## src/rtl/lsu_mem_ctrl_pkg.sv

```systemverilog
// Shared definitions for the load/store unit memory controller:
// FSM state encoding, RV32I width codes and the request legality rule.
package lsu_mem_ctrl_pkg;

   typedef enum logic [2:0] {
      IDLE,
      RD,
      RMW_RD,
      WR,
      RESP
   } lsu_state_t;

   // RV32I funct3 width codes for loads and stores
   localparam logic [2:0] F3_B  = 3'b000;
   localparam logic [2:0] F3_H  = 3'b001;
   localparam logic [2:0] F3_W  = 3'b010;
   localparam logic [2:0] F3_BU = 3'b100;
   localparam logic [2:0] F3_HU = 3'b101;

   // Stores only know signed-less widths B/H/W; loads also accept BU/HU.
   function automatic logic funct3_legal(input logic we, input logic [2:0] funct3);
      logic legal;
      legal = (funct3 == F3_B) || (funct3 == F3_H) || (funct3 == F3_W);
      if (!we) begin
         legal = legal || (funct3 == F3_BU) || (funct3 == F3_HU);
      end
      return legal;
   endfunction

endpackage

```

## src/rtl/lsu_mem_ctrl_byte_lane.sv

```systemverilog
// Byte lane for the LSU: translates between the memory's big-endian word
// layout (byte at the address in bits [31:24]) and the core's little-endian,
// LSB-aligned data. Produces the extended load result and the merged store word.
module lsu_byte_lane
   import lsu_mem_ctrl_pkg::*;
#(
   parameter int DATA_WIDTH = 32
) (
   input  logic [2:0]            funct3,
   input  logic [DATA_WIDTH-1:0] wdata,
   input  logic [DATA_WIDTH-1:0] word,
   output logic [DATA_WIDTH-1:0] load_data,
   output logic [DATA_WIDTH-1:0] store_word
);

   // mem_byte[i] is the byte at address+i; st_byte[i] is core data byte i
   logic [7:0] mem_byte [4];
   logic [7:0] st_byte  [4];

   for (genvar gi = 0; gi < 4; gi++) begin : g_bytes
      assign mem_byte[gi] = word[31-8*gi -: 8];
      assign st_byte[gi]  = wdata[8*gi +: 8];
   end

   // Select extended load data and merged store word by access width
   always_comb begin
      load_data  = '0;
      store_word = '0;
      case (funct3)
         F3_B: begin
            load_data  = {{(DATA_WIDTH-8){mem_byte[0][7]}}, mem_byte[0]};
            store_word = DATA_WIDTH'({st_byte[0], word[23:0]});
         end
         F3_BU: begin
            load_data  = DATA_WIDTH'(mem_byte[0]);
         end
         F3_H: begin
            load_data  = {{(DATA_WIDTH-16){mem_byte[1][7]}}, mem_byte[1], mem_byte[0]};
            store_word = DATA_WIDTH'({st_byte[0], st_byte[1], word[15:0]});
         end
         F3_HU: begin
            load_data  = DATA_WIDTH'({mem_byte[1], mem_byte[0]});
         end
         F3_W: begin
            load_data  = DATA_WIDTH'({mem_byte[3], mem_byte[2], mem_byte[1], mem_byte[0]});
            store_word = DATA_WIDTH'({st_byte[0], st_byte[1], st_byte[2], st_byte[3]});
         end
         default: begin
            load_data  = '0;
            store_word = '0;
         end
      endcase
   end

endmodule

```

## src/rtl/lsu_mem_ctrl.sv

```systemverilog
// Load/store unit memory controller: accepts one core request at a time,
// performs a single read, a single write, or a read-modify-write for
// sub-word stores, and returns a one-cycle response pulse.
module lsu_mem_ctrl
   import lsu_mem_ctrl_pkg::*;
#(
   parameter int DATA_WIDTH = 32,
   parameter int ADDR_WIDTH = 12
) (
   input  logic                  clk,
   input  logic                  rst_n,
   input  logic                  req_valid,
   output logic                  req_ready,
   input  logic                  req_we,
   input  logic [2:0]            req_funct3,
   input  logic [ADDR_WIDTH-1:0] req_addr,
   input  logic [DATA_WIDTH-1:0] req_wdata,
   output logic                  rsp_valid,
   output logic [DATA_WIDTH-1:0] rsp_rdata,
   output logic                  rsp_err,
   output logic                  mem_ren,
   output logic                  mem_wen,
   output logic [ADDR_WIDTH-1:0] mem_add,
   output logic [DATA_WIDTH-1:0] mem_datain,
   input  logic [DATA_WIDTH-1:0] mem_dataout
);

   // Highest start address whose 4-byte word still fits in memory
   localparam logic [ADDR_WIDTH-1:0] ADDR_LAST = ~ADDR_WIDTH'(3);

   lsu_state_t            state_reg, state_next;
   logic [ADDR_WIDTH-1:0] addr_reg;
   logic                  we_reg;
   logic [2:0]            funct3_reg;
   logic [DATA_WIDTH-1:0] wdata_reg;
   logic [DATA_WIDTH-1:0] word_reg;
   logic                  err_reg;

   logic                  accept;
   logic                  req_legal;
   logic [DATA_WIDTH-1:0] load_data;
   logic [DATA_WIDTH-1:0] store_word;

   assign req_ready = (state_reg == IDLE);
   assign accept    = req_valid && req_ready;
   assign req_legal = funct3_legal(req_we, req_funct3) && (req_addr <= ADDR_LAST);

   // The same captured word feeds load extraction and the RMW merge
   lsu_byte_lane #(
      .DATA_WIDTH(DATA_WIDTH)
   ) u_byte_lane (
      .funct3     (funct3_reg),
      .wdata      (wdata_reg),
      .word       (word_reg),
      .load_data  (load_data),
      .store_word (store_word)
   );

   // State register; reset aborts any access in flight
   always_ff @(posedge clk) begin
      if (!rst_n) begin
         state_reg <= IDLE;
      end else begin
         state_reg <= state_next;
      end
   end

   // Capture request fields at accept and the memory word during reads
   always_ff @(posedge clk) begin
      if (!rst_n) begin
         addr_reg   <= '0;
         we_reg     <= 1'b0;
         funct3_reg <= '0;
         wdata_reg  <= '0;
         word_reg   <= '0;
         err_reg    <= 1'b0;
      end else begin
         if (accept) begin
            addr_reg   <= req_addr;
            we_reg     <= req_we;
            funct3_reg <= req_funct3;
            wdata_reg  <= req_wdata;
            err_reg    <= !req_legal;
         end
         if ((state_reg == RD) || (state_reg == RMW_RD)) begin
            word_reg <= mem_dataout;
         end
      end
   end

   // Next-state decode and per-state memory/response outputs
   always_comb begin
      state_next = state_reg;
      mem_ren    = 1'b0;
      mem_wen    = 1'b0;
      mem_add    = '0;
      mem_datain = '0;
      rsp_valid  = 1'b0;
      rsp_err    = 1'b0;
      rsp_rdata  = '0;
      case (state_reg)
         IDLE: begin
            if (accept) begin
               if (!req_legal) begin
                  state_next = RESP;
               end else if (!req_we) begin
                  state_next = RD;
               end else if (req_funct3 == F3_W) begin
                  state_next = WR;
               end else begin
                  state_next = RMW_RD;
               end
            end
         end
         RD: begin
            mem_ren    = 1'b1;
            mem_add    = addr_reg;
            state_next = RESP;
         end
         RMW_RD: begin
            mem_ren    = 1'b1;
            mem_add    = addr_reg;
            state_next = WR;
         end
         WR: begin
            mem_wen    = 1'b1;
            mem_add    = addr_reg;
            mem_datain = store_word;
            state_next = RESP;
         end
         RESP: begin
            rsp_valid  = 1'b1;
            rsp_err    = err_reg;
            if (!err_reg && !we_reg) begin
               rsp_rdata = load_data;
            end
            state_next = IDLE;
         end
         default: begin
            state_next = IDLE;
         end
      endcase
   end

endmodule

```

## config.mk

```make
export PLATFORM = sky130hd
export DESIGN_NAME = lsu_mem_ctrl
export DESIGN_NICKNAME = d
export VERILOG_FILES = /design/src/rtl/lsu_mem_ctrl_pkg.sv /design/src/rtl/lsu_mem_ctrl_byte_lane.sv /design/src/rtl/lsu_mem_ctrl.sv
export SDC_FILE = /design/constraint.sdc
export NUM_CORES = 1
export LEC_CHECK = 0
export BUFFER_PORTS_ARGS = -buffer_cell sky130_fd_sc_hd__buf_2
export CORE_MARGIN = 2
export CORE_UTILIZATION = 41
export CTS_BUF_LIST = sky130_fd_sc_hd__clkbuf_4 sky130_fd_sc_hd__clkbuf_8
export CTS_CLUSTER_DIAMETER = 40
export DETAILED_ROUTE_END_ITERATION = 8
export GPL_TIMING_DRIVEN = 0
export PLACE_DENSITY = 0.68
export REMOVE_ABC_BUFFERS = 1
export SETUP_SLACK_MARGIN = 0.2
export SYNTH_ARGS = -nofsm -noshare
export SYNTH_HDL_FRONTEND = slang
export SYNTH_SLANG_ARGS = --single-unit
```

## constraint.sdc

```tcl
create_clock -name clk -period 3.4 [get_ports clk]
set_input_delay 0.17 -clock clk [delete_from_list [all_inputs] [get_ports clk]]
set_output_delay 0.17 -clock clk [all_outputs]
set_load 0.01 [all_outputs]
```

==> out/metrics.cfg <==
[timing]
slew_headroom=0.180
hold_violations=0
rsz0062_at_grt=false
layout_setup_ws_ns=0.593
finalSetupViolCount=0
fin_worst_skew_ns=0.00702
maxSlewViolCount=0
worstMarginPinSlew_ns=1.23
fmax_mhz=356
period_share=0.826
fin_crit_ns=2.81
tns_ns=0

[yosys]
synth.most_common_cell=nand2_1
synth_area_leader_cell=dfxtp_1
synth-seq-area-share=0.411
yosysWarnings=0
async_flop_share=0
ys_types=34
synth_top_area_share=0.411
synthCells=536
synth_common_cells=nand2_1 (188), dfxtp_1 (84), a21boi_1 (42)
syn_avg_cell_area_um2=7.63
synth_edf_count=0
yosys_most_used_dff=dfxtp_1
syn-cell-area_um2=4090
synth.ff_latch_count=84
synthTopCellsByArea=dfxtp_1 (41%), nand2_1 (17%), a21boi_1 (7.7%), a21boi_0 (7.0%), and2_1 (4.6%)

[grt]
grt_util_all_layers=0.209
grt-ovfl-total=0
grt_antenna_before_repair=0
grt_first_pass_wirelength_um=18300
grt_pass1_vias=3965
grt_max_degree=86

[floorplanning]
dieArea_um2=10800
floorplan.core_area_um2=9730
start_util=0.420
die_y_um=104
num_rows=36
ios=164
die_w_um=104

[worst_setup_path]
start_kind=flop
ff2ff_setup_slack_ns=1.46
cpPeakStageDelay_ns=0.69
rr_startpoint=state_reg[0]
cp_max_fo=18
reg2reg_to=word_reg[17]
end_kind=output port
r2r_cells=5
worstPathCellList=nor2_2 -> nand2_1 -> a21oi_1 -> buf_2
required_ns=3.23
arrival_ns=2.64
worstSetupPathType=flop to output port
cpMaxStageDelayCell=nor2_2

[clock_network]
cts.sink_count=84
hold_buffers=0
clkTransAtPathRegs_ns=0.08
clk_latency_ns=0.35
clock-root-buffer=clkbuf_8
cts_resized=0
cts_buffers=9
cts_tree=yes
htreeDepth=3
clk_path_buf_depth=2
cts_setup_buffers=0

[min_path]
hp-class=input pin to flop
min_path_cells=3
worstHoldStart=req_wdata[2]
hold-path-endpoint=wdata_reg[2]

[placed_design]
dp_cells=795
preCtsSetupSlack_ns=0.888
place_hpwl_um=7480
gp_congestion=0.774
io_buffers=163

[power]
p_int_mw=1.59
swShare=0.282
pwr-share-clk=0.328
irDropWorstVdd_uv=221
p_leak_nw=2.24
power_density_nw_per_um2=433
net-switching-power_mw=0.624
comb_power_share=0.173
totalPowerFinal_mw=2.21
pwr-share-seq=0.499

[drt]
routed.top_layer=met4
vias_per_cell=4.92
drc=0
vias=3989
drt-initial-drc-count=157
wl_met2_um=5330
drt-total-wl_um=11200
dr.pass1.iters=4
met3_length_um=788
routedWlPerCell_um=13.8
drtAntennaViolNets=0
wl_met1_um=4910

[job]
cap_violations=0

[layout]
drive_gt1_frac=0.286
syn_to_final_growth_pct=25.1
diodes=0
stdcell_count=811
nets=757

[run_status]
outcome=finished, final reports clean

cell usage in the layout, fill, tap and decap left out, drive strengths merged, types with 3 or more instances in the layout:
cell    netlist  layout
and2         31      31
nor2         33      33
clkbuf       13      13
nand3b        4       4
buf          27     167
a21boi       80      80
a21oi        25      25
o21ai         3       3
a22oi        24      24
nand2       188     188
inv           3       3
and3          3       3
dfxtp        84      84
layer usage:
layer,vias up,global-route usage
met5,-,0
met4,0,0.0695
met3,15,0.0721
met2,122,0.352
met1,1814,0.250
li1,2038,-
worst max-delay path by stage:
stage | start | endpoint | slack (ns) | depth (start not counted)
5_1_grt | funct3_reg[2] | rsp_rdata[22] | 0.34 | 4
2_1_floorplan | funct3_reg[1] | rsp_rdata[10] | 1.48 | 4
6_report | funct3_reg[2] | rsp_rdata[16] | 0.59 | 4
4_1_cts | funct3_reg[1] | rsp_rdata[9] | 0.49 | 5
3_3_place_gp | funct3_reg[2] | rsp_rdata[27] | 0.89 | 4
3_5_place_dp | funct3_reg[1] | rsp_rdata[9] | 0.89 | 5
critical path: cells and delay by family, from the launching register on:
kind,cells,cell delay (ns)
buffers and inverters,1,0.18
and+or+nand+nor,2,1.36
AOI/OAI and AO/OA,1,0.35
DFF,1,0.39
final cells by class:
type / count / area [µm²]
Clock buffer: 13 / 160
Tap cell: 133 / 166
Multi-Input combinational cell: 409 / 2160
Sequential cell: 84 / 1680
Clock inverter: 2 / 35.0
Inverter: 3 / 13.8
Timing Repair Buffer: 167 / 898
Fill cell: 982 / 4610
kinds of logic (layout without fill, tap and decap cells):
family                    after synthesis  in the layout  synth area share
and+or+nand+nor                       268            268             0.283
AOI/OAI and AO/OA                     138            138             0.237
DFF                                    84             84             0.411
buffers and inverters                  43            185            0.0612
xor gates and xnor gates                2              2           0.00428
muxes                                   1              1           0.00275
stage by stage:
| stage | area [µm²] | hold WS, ns | util |
|---|---|---|---|
| final | 5120 | 0.0471 | 0.526 |
| after floorplan | 3850 | 0.305 | - |
| after CTS | 5100 | 0.0286 | 0.524 |
| after global routing | 5120 | 0.0346 | 0.526 |
| after detailed placement | 4910 | 0.417 | 0.504 |
| after global placement | 4830 | 0.411 | 0.497 |
power by group through the flow:
stage	sequential, mW	combinational [mW]	clock, mW
5_1_grt	1.12	0.432	0.789
6_report	1.10	0.384	0.726
4_1_cts	1.10	0.388	0.750
3_3_place_gp	1.12	0.360	0
2_1_floorplan	1.12	0.217	0
3_5_place_dp	1.13	0.387	0
No activity file was read; power rests on OpenSTA's default activity.
